===== src/rtl/fibonacci_sequencer_if.sv =====
// Handshake and data bundle between the Fibonacci sequencer and the
// start button, Fibonacci core, bin2bcd converter and display.
//   start_i/iterations_bcd_i : launch level and 2-digit BCD n
//   fib_*  : core start pulse, n, done pulse and F(n)
//   b2b_*  : converter start pulse, binary in, done pulse, BCD out
//   disp_* : display value and load pulse
//   busy_o/err_o : status
interface fibonacci_sequencer_if #(
    parameter int FIB_W = 20
);
    logic             start_i;
    logic [7:0]       iterations_bcd_i;
    logic             fib_start_o;
    logic [6:0]       fib_n_o;
    logic             fib_done_i;
    logic [FIB_W-1:0] fib_f_i;
    logic             b2b_start_o;
    logic [13:0]      b2b_bin_o;
    logic             b2b_done_i;
    logic [15:0]      b2b_bcd_i;
    logic [15:0]      disp_bcd_o;
    logic             disp_load_o;
    logic             busy_o;
    logic [1:0]       err_o;

    modport master (
        input  start_i, iterations_bcd_i,
        input  fib_done_i, fib_f_i,
        input  b2b_done_i, b2b_bcd_i,
        output fib_start_o, fib_n_o,
        output b2b_start_o, b2b_bin_o,
        output disp_bcd_o, disp_load_o,
        output busy_o, err_o
    );

    modport slave (
        output start_i, iterations_bcd_i,
        output fib_done_i, fib_f_i,
        output b2b_done_i, b2b_bcd_i,
        input  fib_start_o, fib_n_o,
        input  b2b_start_o, b2b_bin_o,
        input  disp_bcd_o, disp_load_o,
        input  busy_o, err_o
    );
endinterface


===== src/rtl/fibonacci_sequencer.sv =====
// Fibonacci demo controller: captures a BCD n on a start edge,
// validates it, runs core then bin2bcd, loads the display.
// Ports: clk_i, reset_i (sync, active high), bus (master modport
// of fibonacci_sequencer_if carrying all handshakes and status).
module fibonacci_sequencer #(
    parameter int FIB_W       = 20,
    parameter int MAX_N       = 20,
    parameter int TIMEOUT_CYC = 1024
) (
    input  logic clk_i,
    input  logic reset_i,
    fibonacci_sequencer_if.master bus
);
    localparam int TW = $clog2(TIMEOUT_CYC + 1);
    localparam logic [TW-1:0] T_LAST = TW'(TIMEOUT_CYC - 1);

    localparam logic [1:0] E_OK   = 2'b00;
    localparam logic [1:0] E_BCD  = 2'b01;
    localparam logic [1:0] E_OVF  = 2'b10;
    localparam logic [1:0] E_TOUT = 2'b11;

    typedef enum logic [2:0] {
        S_IDLE,
        S_CHECK,
        S_FIB,
        S_BCD,
        S_LOAD
    } state_t;

    state_t        state_q;
    logic          start_q;
    logic [7:0]    bcd_q;
    logic [TW-1:0] tmr_q;
    logic          fib_start_q;
    logic [6:0]    fib_n_q;
    logic          b2b_start_q;
    logic [13:0]   b2b_bin_q;
    logic [15:0]   disp_q;
    logic          load_q;
    logic          busy_q;
    logic [1:0]    err_q;

    logic       launch;
    logic [3:0] tens;
    logic [3:0] ones;
    logic       bad_digit;
    logic [6:0] n_bin;

    assign launch    = bus.start_i & ~start_q;
    assign tens      = bcd_q[7:4];
    assign ones      = bcd_q[3:0];
    assign bad_digit = (tens > 4'd9) || (ones > 4'd9);
    // tens*10 = tens*8 + tens*2; max 99 fits in 7 bits
    assign n_bin     = {tens[3:0], 3'b000}
                     + {2'b00, tens, 1'b0}
                     + {3'b000, ones};

    always_ff @(posedge clk_i) begin
        if (reset_i) begin
            state_q     <= S_IDLE;
            start_q     <= 1'b0;
            bcd_q       <= '0;
            tmr_q       <= '0;
            fib_start_q <= 1'b0;
            fib_n_q     <= '0;
            b2b_start_q <= 1'b0;
            b2b_bin_q   <= '0;
            disp_q      <= '0;
            load_q      <= 1'b0;
            busy_q      <= 1'b0;
            err_q       <= E_OK;
        end else begin
            start_q     <= bus.start_i;
            fib_start_q <= 1'b0;
            b2b_start_q <= 1'b0;
            load_q      <= 1'b0;
            unique case (state_q)
                S_IDLE: begin
                    if (launch) begin
                        bcd_q   <= bus.iterations_bcd_i;
                        err_q   <= E_OK;
                        busy_q  <= 1'b1;
                        state_q <= S_CHECK;
                    end
                end
                S_CHECK: begin
                    if (bad_digit) begin
                        err_q   <= E_BCD;
                        disp_q  <= 16'hEEEE;
                        load_q  <= 1'b1;
                        state_q <= S_LOAD;
                    end else if (n_bin > 7'(MAX_N)) begin
                        err_q   <= E_OVF;
                        disp_q  <= 16'h9999;
                        load_q  <= 1'b1;
                        state_q <= S_LOAD;
                    end else begin
                        fib_n_q     <= n_bin;
                        fib_start_q <= 1'b1;
                        tmr_q       <= '0;
                        state_q     <= S_FIB;
                    end
                end
                S_FIB: begin
                    if (bus.fib_done_i) begin
                        b2b_bin_q   <= bus.fib_f_i[13:0];
                        b2b_start_q <= 1'b1;
                        tmr_q       <= '0;
                        state_q     <= S_BCD;
                    end else if (tmr_q == T_LAST) begin
                        err_q   <= E_TOUT;
                        disp_q  <= 16'hEEEE;
                        load_q  <= 1'b1;
                        state_q <= S_LOAD;
                    end else begin
                        tmr_q <= tmr_q + 1'b1;
                    end
                end
                S_BCD: begin
                    if (bus.b2b_done_i) begin
                        disp_q  <= bus.b2b_bcd_i;
                        load_q  <= 1'b1;
                        state_q <= S_LOAD;
                    end else if (tmr_q == T_LAST) begin
                        err_q   <= E_TOUT;
                        disp_q  <= 16'hEEEE;
                        load_q  <= 1'b1;
                        state_q <= S_LOAD;
                    end else begin
                        tmr_q <= tmr_q + 1'b1;
                    end
                end
                S_LOAD: begin
                    busy_q  <= 1'b0;
                    state_q <= S_IDLE;
                end
                default: begin
                    state_q <= S_IDLE;
                end
            endcase
        end
    end

    assign bus.fib_start_o = fib_start_q;
    assign bus.fib_n_o     = fib_n_q;
    assign bus.b2b_start_o = b2b_start_q;
    assign bus.b2b_bin_o   = b2b_bin_q;
    assign bus.disp_bcd_o  = disp_q;
    assign bus.disp_load_o = load_q;
    assign bus.busy_o      = busy_q;
    assign bus.err_o       = err_q;
endmodule


===== src/flat_wrapper.sv =====
// flat-port wrapper written by rule: the top's interface ports become plain ports
module fibonacci_sequencer_flat 
#(
    parameter int FIB_W       = 20,
    parameter int MAX_N       = 20,
    parameter int TIMEOUT_CYC = 1024
)
  (clk_i, reset_i, bus_start_i, bus_iterations_bcd_i, bus_fib_done_i, bus_fib_f_i, bus_b2b_done_i, bus_b2b_bcd_i, bus_fib_start_o, bus_fib_n_o, bus_b2b_start_o, bus_b2b_bin_o, bus_disp_bcd_o, bus_disp_load_o, bus_busy_o, bus_err_o);
  fibonacci_sequencer_if #(.FIB_W(FIB_W)) bus_i ();
  input  logic clk_i;
  input  logic reset_i;
  input wire logic [$bits(bus_i.start_i)-1:0] bus_start_i;
  input wire logic [$bits(bus_i.iterations_bcd_i)-1:0] bus_iterations_bcd_i;
  input wire logic [$bits(bus_i.fib_done_i)-1:0] bus_fib_done_i;
  input wire logic [$bits(bus_i.fib_f_i)-1:0] bus_fib_f_i;
  input wire logic [$bits(bus_i.b2b_done_i)-1:0] bus_b2b_done_i;
  input wire logic [$bits(bus_i.b2b_bcd_i)-1:0] bus_b2b_bcd_i;
  output wire logic [$bits(bus_i.fib_start_o)-1:0] bus_fib_start_o;
  output wire logic [$bits(bus_i.fib_n_o)-1:0] bus_fib_n_o;
  output wire logic [$bits(bus_i.b2b_start_o)-1:0] bus_b2b_start_o;
  output wire logic [$bits(bus_i.b2b_bin_o)-1:0] bus_b2b_bin_o;
  output wire logic [$bits(bus_i.disp_bcd_o)-1:0] bus_disp_bcd_o;
  output wire logic [$bits(bus_i.disp_load_o)-1:0] bus_disp_load_o;
  output wire logic [$bits(bus_i.busy_o)-1:0] bus_busy_o;
  output wire logic [$bits(bus_i.err_o)-1:0] bus_err_o;
  assign bus_i.start_i = bus_start_i;
  assign bus_i.iterations_bcd_i = bus_iterations_bcd_i;
  assign bus_i.fib_done_i = bus_fib_done_i;
  assign bus_i.fib_f_i = bus_fib_f_i;
  assign bus_i.b2b_done_i = bus_b2b_done_i;
  assign bus_i.b2b_bcd_i = bus_b2b_bcd_i;
  assign bus_fib_start_o = bus_i.fib_start_o;
  assign bus_fib_n_o = bus_i.fib_n_o;
  assign bus_b2b_start_o = bus_i.b2b_start_o;
  assign bus_b2b_bin_o = bus_i.b2b_bin_o;
  assign bus_disp_bcd_o = bus_i.disp_bcd_o;
  assign bus_disp_load_o = bus_i.disp_load_o;
  assign bus_busy_o = bus_i.busy_o;
  assign bus_err_o = bus_i.err_o;
  fibonacci_sequencer #(.FIB_W(FIB_W), .MAX_N(MAX_N), .TIMEOUT_CYC(TIMEOUT_CYC)) u_core (.clk_i(clk_i), .reset_i(reset_i), .bus(bus_i));
endmodule

===== config.mk =====
export PLATFORM = sky130hd
export DESIGN_NAME = fibonacci_sequencer_flat
export DESIGN_NICKNAME = d
export VERILOG_FILES = /design/src/rtl/fibonacci_sequencer_if.sv /design/src/rtl/fibonacci_sequencer.sv /design/src/flat_wrapper.sv
export SDC_FILE = /design/constraint.sdc
export NUM_CORES = 1
export LEC_CHECK = 0
export ABC_CLOCK_PERIOD_IN_PS = 7500
export CAP_MARGIN = 30
export CORE_MARGIN = 2
export CORE_UTILIZATION = 51
export DETAILED_ROUTE_END_ITERATION = 10
export HOLD_SLACK_MARGIN = 0.03
export PLACE_DENSITY = 0.84
export SLEW_MARGIN = 20
export SYNTH_ARGS = -nofsm -noshare
export SYNTH_HDL_FRONTEND = slang
export SYNTH_SLANG_ARGS = --single-unit

===== constraint.sdc =====
create_clock -name clk_i -period 7.5 [get_ports clk_i]
set_input_delay 1.125 -clock clk_i [delete_from_list [all_inputs] [get_ports clk_i]]
set_output_delay 1.125 -clock clk_i [all_outputs]
set_load 0.02 [all_outputs]

==> results of run 1 <==
state kept, by name, indices dropped and copies added, names as in the netlist:
signal,cells
u_core.bus.b2b_bin_o,14
u_core.bus.err_o,2
u_core.bus.b2b_start_o,1
u_core.tmr_q,11
u_core.bus.fib_n_o,7
u_core.bus.busy_o,1
u_core.bus.disp_load_o,1
u_core.state_q,3
u_core.bcd_q,8
u_core.start_q,1
u_core.bus.fib_start_o,1
u_core.bus.disp_bcd_o,16
cell usage after synthesis, types with 3 or more instances:
cell	count
sky130_fd_sc_hd__nand2b_1	6
sky130_fd_sc_hd__o21ai_0	8
sky130_fd_sc_hd__inv_1	16
sky130_fd_sc_hd__o32ai_1	4
sky130_fd_sc_hd__a311oi_1	4
sky130_fd_sc_hd__nand3_1	3
sky130_fd_sc_hd__a31oi_1	12
sky130_fd_sc_hd__ha_1	8
sky130_fd_sc_hd__o2bb2ai_1	3
sky130_fd_sc_hd__nor2b_1	5
sky130_fd_sc_hd__clkbuf_1	17
sky130_fd_sc_hd__a211oi_1	13
sky130_fd_sc_hd__dfxtp_1	66
sky130_fd_sc_hd__nand2_1	69
sky130_fd_sc_hd__a21oi_1	35
sky130_fd_sc_hd__nor3_1	7
sky130_fd_sc_hd__mux2i_1	8
sky130_fd_sc_hd__nor2_1	36
logic make-up after synthesis:
family          count (synthesis)  synth area share (%)
simple gates                  145                  22.6
buf+inv                        35                  4.39
compound gates                 95                  21.2
xor+xnor                        3                 0.862
fa+ha+maj                      10                  4.59
mux                             9                  3.12
flops                          66                  43.3
metrics by stage:
step	hold slack [ps]	setup WS, ps	cell area, um^2	std cells
finish	456	4200	4150	523
floorplan	441	4770	3050	363
global route	473	3910	4150	523
detailed placement	448	4190	3950	507
CTS	458	4200	4150	523
global placement	441	4260	3940	506
critical path: stages, from the launching register on:
cell and delay [ps]:
sky130_fd_sc_hd__dfxtp_1 420, sky130_fd_sc_hd__inv_1 80, sky130_fd_sc_hd__fa_1 480, sky130_fd_sc_hd__fa_1 460, sky130_fd_sc_hd__nand2b_1 160, sky130_fd_sc_hd__a21oi_1 150
sky130_fd_sc_hd__xnor2_1 120, sky130_fd_sc_hd__and4_1 310, sky130_fd_sc_hd__nor3_1 780, sky130_fd_sc_hd__a211oi_1 170
metal layers:
| metal | vias up | global-route usage, % | share of wire [%] |
|---|---|---|---|
| met2 | 84 | 39.2 | 50 |
| met4 | 0 | 12.2 | 1.5 |
| met5 | - | 0 | 0 |
| met1 | 1383 | 28.3 | 42 |
| li1 | 1441 | - | - |
| met3 | 10 | 5.33 | 6.0 |
worst max path at each step:
stage / depth (start not counted) / startpoint / slack, ps / endpoint
after global routing: 9 / u_core.bcd_q[6]$_SDFFE_PP0P_ / 3910 / u_core.bus.disp_bcd_o[10]$_SDFFE_PP0P_
after CTS: 9 / u_core.bcd_q[3]$_SDFFE_PP0P_ / 4200 / u_core.bus.disp_bcd_o[10]$_SDFFE_PP0P_
after global placement: 6 / bus_fib_done_i / 4260 / u_core.bus.err_o[0]$_SDFFE_PP0P_
after floorplan: 11 / u_core.bcd_q[3]$_SDFFE_PP0P_ / 4770 / u_core.bus.disp_bcd_o[12]$_SDFFE_PP0P_
after detailed placement: 9 / u_core.bcd_q[3]$_SDFFE_PP0P_ / 4190 / u_core.bus.disp_bcd_o[10]$_SDFFE_PP0P_
final: 9 / u_core.bcd_q[6]$_SDFFE_PP0P_ / 4200 / u_core.bus.disp_bcd_o[10]$_SDFFE_PP0P_
report_power, final:
part	total, W	switching, W	internal [W]
Clock	0.000307	0.000135	0.000171
Combinational	0.000209	0.000115	0.0000944
Sequential	0.000395	0.0000208	0.000375
area by class of cell:
| cell class | instances | area [um^2] |
|---|---|---|
| sequential | 66 | 1320 |
| timing repair buffer | 88 | 868 |
| inverter | 16 | 60.1 |
| clock buffer | 12 | 155 |
| multi-input combinational | 262 | 1600 |
| fill | 444 | 1700 |
| tap | 75 | 93.8 |
| clock inverter | 4 | 50.0 |
==> results.sh, run 1 <==
export IMPL_status="finished, final reports clean"
export IMPL_vias=2918
export IMPL_achievable_frequency_mhz=303
export IMPL_fp_dieArea_um2=6620
export IMPL_first_global_vias=2815
export IMPL_synthesis_area_per_instance_um2=8.40
export IMPL_via_per_inst=5.58
export IMPL_biggest_area_consumer_among_synthesized_cells="sky130_fd_sc_hd__dfxtp_1"
export IMPL_min_path_type="reg2reg"
export IMPL_num_antenna_cells=0
export IMPL_worstReg2RegEnd="u_core.bus.disp_bcd_o[10]$_SDFFE_PP0P_"
export IMPL_grtUsageTotal_pct=23.5
export IMPL_synth_async_sr_flop_share_pct=0
export IMPL_fin_nets=502
export IMPL_antenna_found_initial=0
export IMPL_setup_reg_to_reg_worst_slack_ps=4200
export IMPL_io_buffer_count=85
export IMPL_final_layout_size_suffix_gt1_share_pct=7.37
export IMPL_number_of_iterations_in_the_first_detailed_routing_pass=4
export IMPL_number_of_max_capacitance_violations_reported=0
export IMPL_area_overhead_vs_synth_pct=36.1
export IMPL_count_of_endpoints_failing_setup_in_the_final_report=0
export IMPL_syn_inst=363
export IMPL_routabilityCongestion=0.815
export IMPL_clock_tree_htree_level_count=3
export IMPL_worst_skew_pair_late_latency_ps=340
export IMPL_share_of_the_yosys_chip_area_belonging_to_registers_pct=43.3
export IMPL_report_final_hold_viol_count=0
export IMPL_post_cts_hold_buffer_count=0
export IMPL_cts_tree="yes"
export IMPL_path_clk_slew_ps=70
export IMPL_post_synth_main_area_contributors="sky130_fd_sc_hd__dfxtp_1, sky130_fd_sc_hd__nand2_1, sky130_fd_sc_hd__a21oi_1"
export IMPL_most_frequent_cells_in_the_layout="sky130_fd_sc_hd__clkdlybuf4s50_1, sky130_fd_sc_hd__nand2_1, sky130_fd_sc_hd__dfxtp_1, sky130_fd_sc_hd__nor2_1, sky130_fd_sc_hd__a21oi_1"
export IMPL_finClkSkew_ps=7.69
export IMPL_grt_first_pass_wirelength_um=12200
export IMPL_worstSetupPathType="reg2reg"
export IMPL_path_max_fanout=12
export IMPL_period_minus_slack_ps=3300
export IMPL_cts_sink_count=66
export IMPL_worst_hold_path_stage_count=2
export IMPL_grt_start_max_net_pins=70
export IMPL_ys_types=50
export IMPL_floorplan_core_area_um2=5850
export IMPL_drc=0
export IMPL_cts_path_max_buffers=2
export IMPL_rsz0062_at_grt="no"
export IMPL_critical_path_startpoint_type="flop"
export IMPL_worst_ep_required_time_ps=7680
export IMPL_fin_util_pct=70.9
export IMPL_timing_slew_headroom_pct=40.0
export IMPL_post_cts_buffers=0
export IMPL_min_delay_worst_endpoint="u_core.bus.b2b_bin_o[4]$_SDFFE_PP0P_"
export IMPL_final_period_utilization_pct=44.0
export IMPL_wl_per_cell_um=14.2
export IMPL_yosys_warnings=0
export IMPL_place_detailed_hpwl_um=5250
export IMPL_ctsResizeCount=0
export IMPL_synth_net_count=422
export IMPL_rows=28
export IMPL_wl_um=7410
export IMPL_tritoncts_num_buffers=9
export IMPL_worst_r2r_startpoint="u_core.bcd_q[6]$_SDFFE_PP0P_"
export IMPL_commonest_non_fill_non_tap_cell_in_the_layout="sky130_fd_sc_hd__clkdlybuf4s50_1"
export IMPL_drt_antenna_violating_nets=0
export IMPL_ir_drop_mv=0.162
export IMPL_die_w_um=81.3
export IMPL_worst_slew_pin_slew_ps=894
export IMPL_finalMaxSlewViolations=0
export IMPL_fp_dieH_um=81.3
export IMPL_cts_root_buffer_cell="sky130_fd_sc_hd__clkbuf_8"
export IMPL_grt_remaining_overflow=0
export IMPL_synth_edff_count=0
export IMPL_flip_flop_and_latch_count_after_synthesis=66
export IMPL_worstSetupEndpointType="flop"
export IMPL_drt_iter0_drc=156
export IMPL_holdCritStartpoint="u_core.bus.b2b_bin_o[4]$_SDFFE_PP0P_"
export IMPL_worst_endpoint_arrival_ps=3480
export IMPL_yosys_most_used_dff="sky130_fd_sc_hd__dfxtp_1"
export IMPL_mappedNetlistArea_um2=3050
export IMPL_design_power_total_w=0.000911
export IMPL_io_pins=92
export IMPL_timing_setup_tns_ps=0
export IMPL_power_density_nw_per_um2=220
export IMPL_power_leakage_nw=1.54
export IMPL_starting_utilization_of_the_core_area_pct=52.1
export IMPL_share_of_the_synthesized_area_in_the_top_cell_type_pct=43.3
export IMPL_rr_worst_depth=9
(Power assumes the default switching activity.)
==> run 2: changes to the inputs <==
- ABC_CLOCK_PERIOD_IN_PS: 7500 -> 3100
- CORE_UTILIZATION: 51 -> 47
- PLACE_DENSITY: 0.84 -> 0.78
- clock period: 7.5 -> 3.1 ns (I/O delays scaled with it)
==> run 2 against run 1 <==
  * Worst setup slack worse by 4000 ps
  * Routed wire length grew 3.4%
  * Clock power grew to 2.6 times the previous value
  * Sequential cell count is the same
  * Maximum frequency increased by 13%
==> results.sh, run 2 (synthesis gave the netlist of run 1 again) <==
export IMPL_groute_layer_met3_usage_pct=5.21
export IMPL_multi_input_area_um2=1630
export IMPL_switching_fraction_of_total_power_pct=29.3
export IMPL_worstSetupPathType="reg2reg"
export IMPL_final_layout_size_suffix_gt1_share_pct=9.27
export IMPL_path_clk_slew_ps=70
export IMPL_post_cts_buffers=0
export IMPL_final_period_utilization_pct=94.5
export IMPL_pre_cts_slack_ps=-130
export IMPL_drt_iter0_drc=148
export IMPL_fp_dieArea_um2=7150
export IMPL_count_of_endpoints_failing_setup_in_the_final_report=0
export IMPL_timing_slew_headroom_pct=48.7
export IMPL_antenna_found_initial=0
export IMPL_worst_slew_pin_slew_ps=770
export IMPL_grt_start_max_net_pins=40
export IMPL_rows=29
export IMPL_wl_um=7660
export IMPL_cts_sink_count=66
export IMPL_drt_antenna_violating_nets=0
export IMPL_place_detailed_hpwl_um=5520
export IMPL_critical_path_startpoint_type="flop"
export IMPL_tritoncts_num_buffers=9
export IMPL_floorplan_core_area_um2=6310
export IMPL_share_seq_of_total_power_pct=41.5
export IMPL_report_final_hold_viol_count=0
export IMPL_cts_root_buffer_cell="sky130_fd_sc_hd__clkbuf_8"
export IMPL_placedInstanceArea_um2=3990
export IMPL_power_switching_w=0.000677
export IMPL_io_pins=92
export IMPL_power_leakage_nw=1.58
export IMPL_power_frac_comb_pct=23.4
export IMPL_grtUsageTotal_pct=21.3
export IMPL_worstSetupEndpointType="flop"
export IMPL_routabilityCongestion=0.795
export IMPL_largest_reg_flops=16
export IMPL_n_fill_cell=545
export IMPL_area_overhead_vs_synth_pct=39.0
export IMPL_design_area_um2=4240
export IMPL_min_path_type="reg2reg"
export IMPL_commonest_non_fill_non_tap_cell_in_the_layout="sky130_fd_sc_hd__clkdlybuf4s50_1"
export IMPL_global_route_usage_met1_pct=26.3
export IMPL_grt_first_pass_wirelength_um=12400
export IMPL_period_minus_slack_ps=2930
export IMPL_pwr_share_clk_pct=35.1
export IMPL_intPower_w=0.00163
export IMPL_status="finished, final reports clean"
export IMPL_ir_drop_mv=0.407
export IMPL_worst_endpoint_arrival_ps=3190
export IMPL_die_w_um=84.6
export IMPL_holdCritStartpoint="u_core.bus.b2b_bin_o[12]$_SDFFE_PP0P_"
export IMPL_num_antenna_cells=0
export IMPL_design_power_total_w=0.00231
export IMPL_number_of_iterations_in_the_first_detailed_routing_pass=4
export IMPL_vias=2902
export IMPL_most_frequent_cells_in_the_layout="sky130_fd_sc_hd__clkdlybuf4s50_1, sky130_fd_sc_hd__nand2_1, sky130_fd_sc_hd__dfxtp_1, sky130_fd_sc_hd__nor2_1, sky130_fd_sc_hd__a21oi_1"
export IMPL_worst_skew_pair_late_latency_ps=350
export IMPL_setup_ws_ps=170
export IMPL_path_max_fanout=8
export IMPL_finClkSkew_ps=7.67
export IMPL_fin_nets=507
export IMPL_wl_per_cell_um=14.5
export IMPL_grt_remaining_overflow=0
export IMPL_cts_tree="yes"
export IMPL_starting_utilization_of_the_core_area_pct=48.3
export IMPL_numPlacedInstances=514
export IMPL_number_of_max_capacitance_violations_reported=0
export IMPL_power_density_nw_per_um2=544
export IMPL_io_buffer_count=85
export IMPL_cts_path_max_buffers=2
export IMPL_first_global_vias=2672
export IMPL_via_per_inst=5.48
export IMPL_seq_area_um2=1320
export IMPL_timing_critical_path_from="u_core.bcd_q[3]$_SDFFE_PP0P_"
export IMPL_final_cells=530
export IMPL_finalMaxSlewViolations=0
export IMPL_fp_dieH_um=84.6
export IMPL_drc=0
export IMPL_grt_busiest_layer="met2"
export IMPL_achievable_frequency_mhz=341
export IMPL_worst_ep_required_time_ps=3360
export IMPL_worst_r2r_startpoint="u_core.bcd_q[3]$_SDFFE_PP0P_"
export IMPL_grt_use_met2_pct=36.1
export IMPL_clock_tree_htree_level_count=3
## run 2: cell count changes in the layout (fill, tap and decap cells not counted), sizes merged
cell and delta:
clkinv +2, buf +5, clkinvlp -1, bufinv +1, clkbuf -2
## run 2: stage by stage
stage          hold slack [ps]  util (%)  TNS (ps)
2_1_floorplan              441         -         0
3_3_place_gp               441      63.1         0
3_5_place_dp               448      63.1      -765
4_1_cts                    461      66.8         0
5_1_grt                    482      67.2     -3.63
6_report                   457      67.2         0
## run 2: worst paths after layout
kind | end | slack, ps | cells after the start
setup / recovery | u_core.bus.fib_n_o[3]$_SDFFE_PP0P_ | 170 | 11
hold / removal | u_core.bus.b2b_bin_o[12]$_SDFFE_PP0P_ | 460 | 2
setup reg to reg | u_core.bus.fib_n_o[3]$_SDFFE_PP0P_ | 170 | 11
hold reg to reg | u_core.bus.b2b_bin_o[12]$_SDFFE_PP0P_ | 460 | 2
## run 2: metal layers
metal  routed length, um  vias to the layer above
met5                   0                        -
met4                  61                        0
met3                 479                        7
met2                3800                       92
met1                3320                     1345
li1                    -                     1458
## run 2: cell type report
class / instances / share of cell area [%]
inverter: 16 / 1.42
clock buffer: 10 / 3.25
tap: 77 / 2.27
clock inverter: 6 / 2.12
multi-input combinational: 262 / 38.4
sequential: 66 / 31.2
timing repair buffer: 93 / 21.4
## run 2: critical path, cell delays in order (launching register included)
cell and delay (ps):
sky130_fd_sc_hd__dfxtp_1 350, sky130_fd_sc_hd__inv_1 70, sky130_fd_sc_hd__fa_1 600, sky130_fd_sc_hd__inv_1 60, sky130_fd_sc_hd__ha_1 290, sky130_fd_sc_hd__a21o_1 160
sky130_fd_sc_hd__a21oi_1 170, sky130_fd_sc_hd__xor2_1 340, sky130_fd_sc_hd__and4_2 400, sky130_fd_sc_hd__buf_4 190, sky130_fd_sc_hd__nor2_1 50, sky130_fd_sc_hd__a211oi_1 190
## run 2: power groups by stage
stage	registers [W]	clock network [W]	logic [W]
final	0.000958	0.000810	0.000539
after global placement	0.000973	0	0.000513
after detailed placement	0.000975	0	0.000522
after floorplan	0.00101	0	0.000271
after global routing	0.000965	0.000868	0.000585
after CTS	0.000956	0.000829	0.000528
## run 2: repair_timing
action / in CTS / in global routing
hold buffers: 0 / 0
gates resized for setup: 1 / 5
endpoints found under the setup margin: 8 / 8
==> RTL edit 1, RTL diff (config.mk and constraints of run 2) <==
`TIMEOUT_CYC` is set to 1024 in 2 places; all go to 4096.
--- a/src/rtl/fibonacci_sequencer.sv
+++ b/src/rtl/fibonacci_sequencer.sv
@@ -5,7 +5,7 @@
 module fibonacci_sequencer #(
     parameter int FIB_W       = 20,
     parameter int MAX_N       = 20,
-    parameter int TIMEOUT_CYC = 1024
+    parameter int TIMEOUT_CYC = 4096
 ) (
     input  logic clk_i,
     input  logic reset_i,
--- a/src/flat_wrapper.sv
+++ b/src/flat_wrapper.sv
@@ -3,7 +3,7 @@
 #(
     parameter int FIB_W       = 20,
     parameter int MAX_N       = 20,
-    parameter int TIMEOUT_CYC = 1024
+    parameter int TIMEOUT_CYC = 4096
 )
   (clk_i, reset_i, bus_start_i, bus_iterations_bcd_i, bus_fib_done_i, bus_fib_f_i, bus_b2b_done_i, bus_b2b_bcd_i, bus_fib_start_o, bus_fib_n_o, bus_b2b_start_o, bus_b2b_bin_o, bus_disp_bcd_o, bus_disp_load_o, bus_busy_o, bus_err_o);
   fibonacci_sequencer_if #(.FIB_W(FIB_W)) bus_i ();
Check against the original RTL: no difference found for any inputs over 4 cycles, from zero or initial values and one cycle with reset_i high; that may be too few to reach the edited logic, so the function may still have changed.
==> RTL edit 1 against run 2 <==
  * Setup slack lost 0.031 ns
  * Routed wire length grew 11%
  * Largest power group unchanged
  * Synthesized cell count grew 8.8%
  * Critical path depth shrank 2
  * Clock skew grew 0.0035 ns
  * Synthesized area grew 6.5%
  * Largest cell class unchanged
  * Sequential cell count grew 2
  * Cell area grew 5.7%
  * Total power grew 6.7%
==> RTL edit 1: results (changes against run 2) <==
* Routed wire length: 8.483 mm (was 7.661 mm)
* Maximum cell stage delay along the critical path: 0.52 ns (was 0.60 ns)
* Avg Vias per Cell: 5.575 (was 5.475)
* Wire length of the first global-routing pass: 13.54 mm (was 12.43 mm)
- Synthesized-area fraction occupied by ao, oa, aoi and oai cells: 0.2161 (was 0.2116)
- The share of cell area taken by muxes after synthesis is 0.02773 (was 0.03117).
- Number of distinct library cell variants in the gate-level netlist after synthesis: 47 (was 50)
- The largest vdd supply drop is 0.0003412 V (was 0.0004066 V).
- The number of placed instances with taps included was 549 (was 514).
- Largest net degree at the start of global routing: 56 (was 40)
* Number of standard cells in the layout, taps in and fillers out: 565 (was 530)
* Fraction of the yosys area taken by sequential cells: 0.4191 (was 0.4331)
- Setup slack after placement: 0.1066 ns (was -0.1304 ns)
* Maximum fanout count along the critical path: 15 (was 8)
- The clock latency on the worst-skew pair was 0.35 ns (about the same).
* GP Congestion: 0.8271 (was 0.7946)
* Post-CTS Resized: 0 (was 1)
- Clock-pin slew reported for the worst setup and hold paths after clock tree synthesis: 0.09 ns (was 0.07 ns)
- The net total in the final layout is 539 (was 507).
- Fraction of the mapped netlist area in adder cells: 0.04314 (was 0.04594)
* Post-synthesis instance total: 395 (was 363)
- Run status: finished, final reports clean (unchanged).
* Detailed-routing iteration count for the pre-antenna-repair pass: 5 (was 4)
* Post-synth net total: 454 (was 422)
- The headroom to the max-slew limit came to 0.5416 (was 0.4868).
- Static Leakage: 1.590 nW (was 1.577 nW)
- Vias in the first global route: 2,920 (was 2,672)
* Post-placement cell area: 4198 sq um (was 3985 sq um)
* Synth Area in XOR/XNOR: 0.01348 (was 0.008614)
* Dominant cells by area after synthesis: dfxtp_1 42%, nand2_1 7.6%, a21oi_1 6.6% (was dfxtp_1 43%, nand2_1 8.5%, a21oi_1 5.7%)
* Count of fill cells added during filler insertion: 559 (was 545)
* Cts bufs inserted: 9 (unchanged)
* Critical path arrival: 3.21 ns (was 3.19 ns)
- Starting DRC count in detailed routing: 156 (was 148)
* Tot GR Track Use: 0.2235 (was 0.2133)
- Layout cells sized above 1: 0.09691 (was 0.09272)
- The post-detailed-placement half-perimeter wirelength was 5.940 mm (was 5.519 mm).
- Top cell types by occurrence after synthesis: 68 x dfxtp_1, 66 x nand2_1, 43 x a21oi_1, 41 x nor2_1 (was 69 x nand2_1, 66 x dfxtp_1, 36 x nor2_1, 35 x a21oi_1, 17 x clkbuf_1).
-- RTL edit 1: area by class of cell --
type                       instances  area share
clock inverter                     7     0.02764
multi-input combinational        294      0.3995
sequential                        68      0.3037
tap                               80     0.02233
inverter                          11    0.009213
clock buffer                       9     0.02764
timing repair buffer              96      0.2099
-- RTL edit 1: critical path: cells and delay by family, from the launching register on --
kind                     cells  cell delay (ns)
AO/OA/AOI/OAI                3             0.66
XOR/XNOR                     1             0.15
adder cells (fa/ha/maj)      2             0.98
buffers and inverters        1             0.07
flip-flops                   1             0.35
AND/OR/NAND/NOR              2             0.64
-- RTL edit 1: per-layer routing --
layer | wire length [um] | vias up | global-route usage
li1 | - | 1570 | -
met1 | 3633 | 1479 | 0.2815
met2 | 4328 | 89 | 0.3768
met3 | 407 | 12 | 0.05972
met4 | 114 | 0 | 0.06294
met5 | 0 | - | 0
-- RTL edit 1: logic make-up (layout without fill, tap and decap cells) --
logic type	after synthesis	count (layout)
AOI/OAI and AO/OA	105	105
xor gates and xnor gates	5	5
adders and majority gates	10	10
buffers and inverters	33	123
DFF	68	68
muxes	9	9
and+or+nand+nor	165	165
-- RTL edit 1: worst paths after layout --
check	start	to	slack [ns]	cells past startpoint
hold / removal	u_core.bus.b2b_bin_o[2]$_SDFFE_PP0P_	u_core.bus.b2b_bin_o[2]$_SDFFE_PP0P_	0.46	2
hold reg to reg	u_core.bus.b2b_bin_o[2]$_SDFFE_PP0P_	u_core.bus.b2b_bin_o[2]$_SDFFE_PP0P_	0.46	2
setup reg to reg	u_core.bcd_q[3]$_SDFFE_PP0P_	u_core.bus.err_o[0]$_SDFFE_PP0P_	0.14	9
setup / recovery	u_core.bcd_q[3]$_SDFFE_PP0P_	u_core.bus.err_o[0]$_SDFFE_PP0P_	0.14	9
-- RTL edit 1: power by group --
| group | leakage [nW] | total [mW] | internal (mW) | switching [mW] |
|---|---|---|---|---|
| Sequential | 0.553 | 0.991 | 0.938 | 0.0535 |
| Clock | 0.120 | 0.913 | 0.540 | 0.373 |
| Combinational | 0.918 | 0.557 | 0.263 | 0.294 |
-- RTL edit 1: stage by stage --
| stage | TNS (ns) | utilization | hold slack (ns) |
|---|---|---|---|
| after floorplan | 0 | - | 0.4455 |
| after global placement | 0 | 0.6213 | 0.4417 |
| after detailed placement | 0 | 0.6213 | 0.4479 |
| after CTS | 0 | 0.6580 | 0.4598 |
| after global routing | -0.1047 | 0.6633 | 0.4804 |
| final | 0 | 0.6633 | 0.4554 |
==> RTL edit 2, RTL diff (settings of run 2) <==
Without the edit above. The 5 states of `state_t` get a one-hot encoding in 5 bits.
--- a/src/rtl/fibonacci_sequencer.sv
+++ b/src/rtl/fibonacci_sequencer.sv
@@ -19,12 +19,12 @@
     localparam logic [1:0] E_OVF  = 2'b10;
     localparam logic [1:0] E_TOUT = 2'b11;
 
-    typedef enum logic [2:0] {
-        S_IDLE,
-        S_CHECK,
-        S_FIB,
-        S_BCD,
-        S_LOAD
+    typedef enum logic [4:0] {
+        S_IDLE  = 5'b00001,
+        S_CHECK = 5'b00010,
+        S_FIB   = 5'b00100,
+        S_BCD   = 5'b01000,
+        S_LOAD  = 5'b10000
     } state_t;
 
     state_t        state_q;
Formal check against the unedited RTL: same outputs for any inputs over 4 cycles, from zero or initial values and one cycle with reset_i high; so few cycles prove little.
==> RTL edit 2 against run 2 <==
  * Routed wire length increased by 8.8%
  * Synthesized area up 9.3%
  * Sequential cell count up 2
  * Cell area up 7.1%
  * Setup slack improved by 0.019 ns
  * Global-route usage up 1.1 points
  * Highest routed layer unchanged
Power is not compared: it rests on default switching activity, and its combinational part moved more than twofold at a synthesized area within 25%.
==> RTL edit 2: results (changes against run 2) <==
- The gate count of the mapped netlist was 411 (was 363).
* # nets final: 555 (was 507)
* GP Congestion: 0.9011 (was 0.7946)
* Worst VDD drop: 0.0002173 V
* Setup slack after placement: 0.1901 ns (was -0.1304 ns)
- Port buffer count: 85 (unchanged)
- The setup skew after layout is 0.009176 ns (was 0.007666 ns).
- Starting DRC count in detailed routing: 164 (was 148)
- Post-CTS Resized: 0 (was 1)
* Avg Vias per Cell: 5.302 (was 5.475)
- The post-detailed-placement half-perimeter wirelength was 5.790 mm (was 5.519 mm).
- Run status: finished, final reports clean (unchanged)
* Largest net degree at the start of global routing: 54 (was 40)
* Number of standard cells in the layout, taps in and fillers out: 596 (was 530)
* Post-synth net total: 470 (was 422)
* Routed wire length: 8.332 mm (was 7.661 mm)
- Detailed-routing iteration count for the pre-antenna-repair pass: 5 (was 4)
- The number of placed instances with taps included came to 581 (was 514).
* Dominant cells by area after synthesis: dfxtp_1 41%, nand2_1 7.2%, a21oi_1 5.7% (was dfxtp_1 43%, nand2_1 8.5%, a21oi_1 5.7%)
* Wire length of the first global-routing pass: 13.77 mm (was 12.43 mm)
- The share of cells above drive strength 1 was 0.08600 (was 0.09272).
* Count of fill cells added during filler insertion: 604 (was 545)
- Number of distinct library cell variants in the gate-level netlist after synthesis: 46 (was 50)
- Fraction of the yosys area taken by sequential cells: 0.4084 (was 0.4331)
- Vias in the first global route: 3,065 (was 2,672)
- Tot GR Track Use: 0.2238 (was 0.2133)
- The highest fanout seen on the critical path came to 6 (was 8).
- The transition time at the pin with the least slew margin was 0.6577 ns (was 0.7697 ns).
- Min-delay src: u_core.bus.b2b_bin_o[11]$_SDFFE_PP0P_ (was u_core.bus.b2b_bin_o[12]$_SDFFE_PP0P_)
* Critical path arrival: 3.13 ns (was 3.19 ns)
==> RTL edit 2: power groups by stage <==
stage                     sequential (mW)  combinational [mW]  clock [mW]
after floorplan                     0.927              0.0919           0
after global placement              0.921               0.183           0
after detailed placement            0.922               0.186           0
after CTS                           0.902               0.188       0.818
after global routing                0.904               0.207       0.858
final                               0.902               0.190       0.805
==> RTL edit 2: worst paths after layout <==
kind	to	slack [ns]	cells after the start
max	u_core.state_q[4]$_SDFFE_PP0P_	0.19	9
min	u_core.bus.b2b_bin_o[11]$_SDFFE_PP0P_	0.45	2
max reg2reg	u_core.state_q[4]$_SDFFE_PP0P_	0.19	9
min reg2reg	u_core.bus.b2b_bin_o[11]$_SDFFE_PP0P_	0.45	2
==> RTL edit 2: cells by family after synthesis <==
| group | share of synthesized area |
|---|---|
| compound gates | 0.1847 |
| xor+xnor | 0.01051 |
| fa+ha+maj | 0.04204 |
| buf+inv | 0.05706 |
| flops | 0.4084 |
| mux | 0.05105 |
| simple gates | 0.2463 |
==> RTL edit 2: critical path, stage by stage, from the launching register on <==
cell and delay (ns):
dfxtp_1 0.35, inv_1 0.07, fa_1 0.52, fa_1 0.47
nand2b_1 0.16, a21oi_1 0.16, xnor2_1 0.24, a31oi_1 0.15
or3_1 0.50, nor2b_1 0.17
==> RTL edit 2: through the flow <==
step	hold slack (ns)	total power, mW	util
after floorplan	0.4458	1.019	-
final	0.4544	1.897	0.6647
after detailed placement	0.4457	1.108	0.6306
after global routing	0.4703	1.969	0.6647
after CTS	0.4561	1.908	0.6621
after global placement	0.4416	1.104	0.6306
==> RTL edit 2: layer usage <==
metal	GRT usage	wire, um	vias to the layer above
met1	0.2881	3709	1475
met4	0.07438	136	0
met2	0.3664	4034	75
li1	-	-	1594
met3	0.05970	451	16
met5	0	0	-
==> RTL edit 2: area by class of cell <==
class / instances / area share
multi-input cells: 295 / 0.3963
flip-flops and latches: 68 / 0.2998
repair buffers: 101 / 0.2127
clock buffers: 11 / 0.03114
well taps: 96 / 0.02645
inverters: 21 / 0.01736
clock inverters: 4 / 0.01626
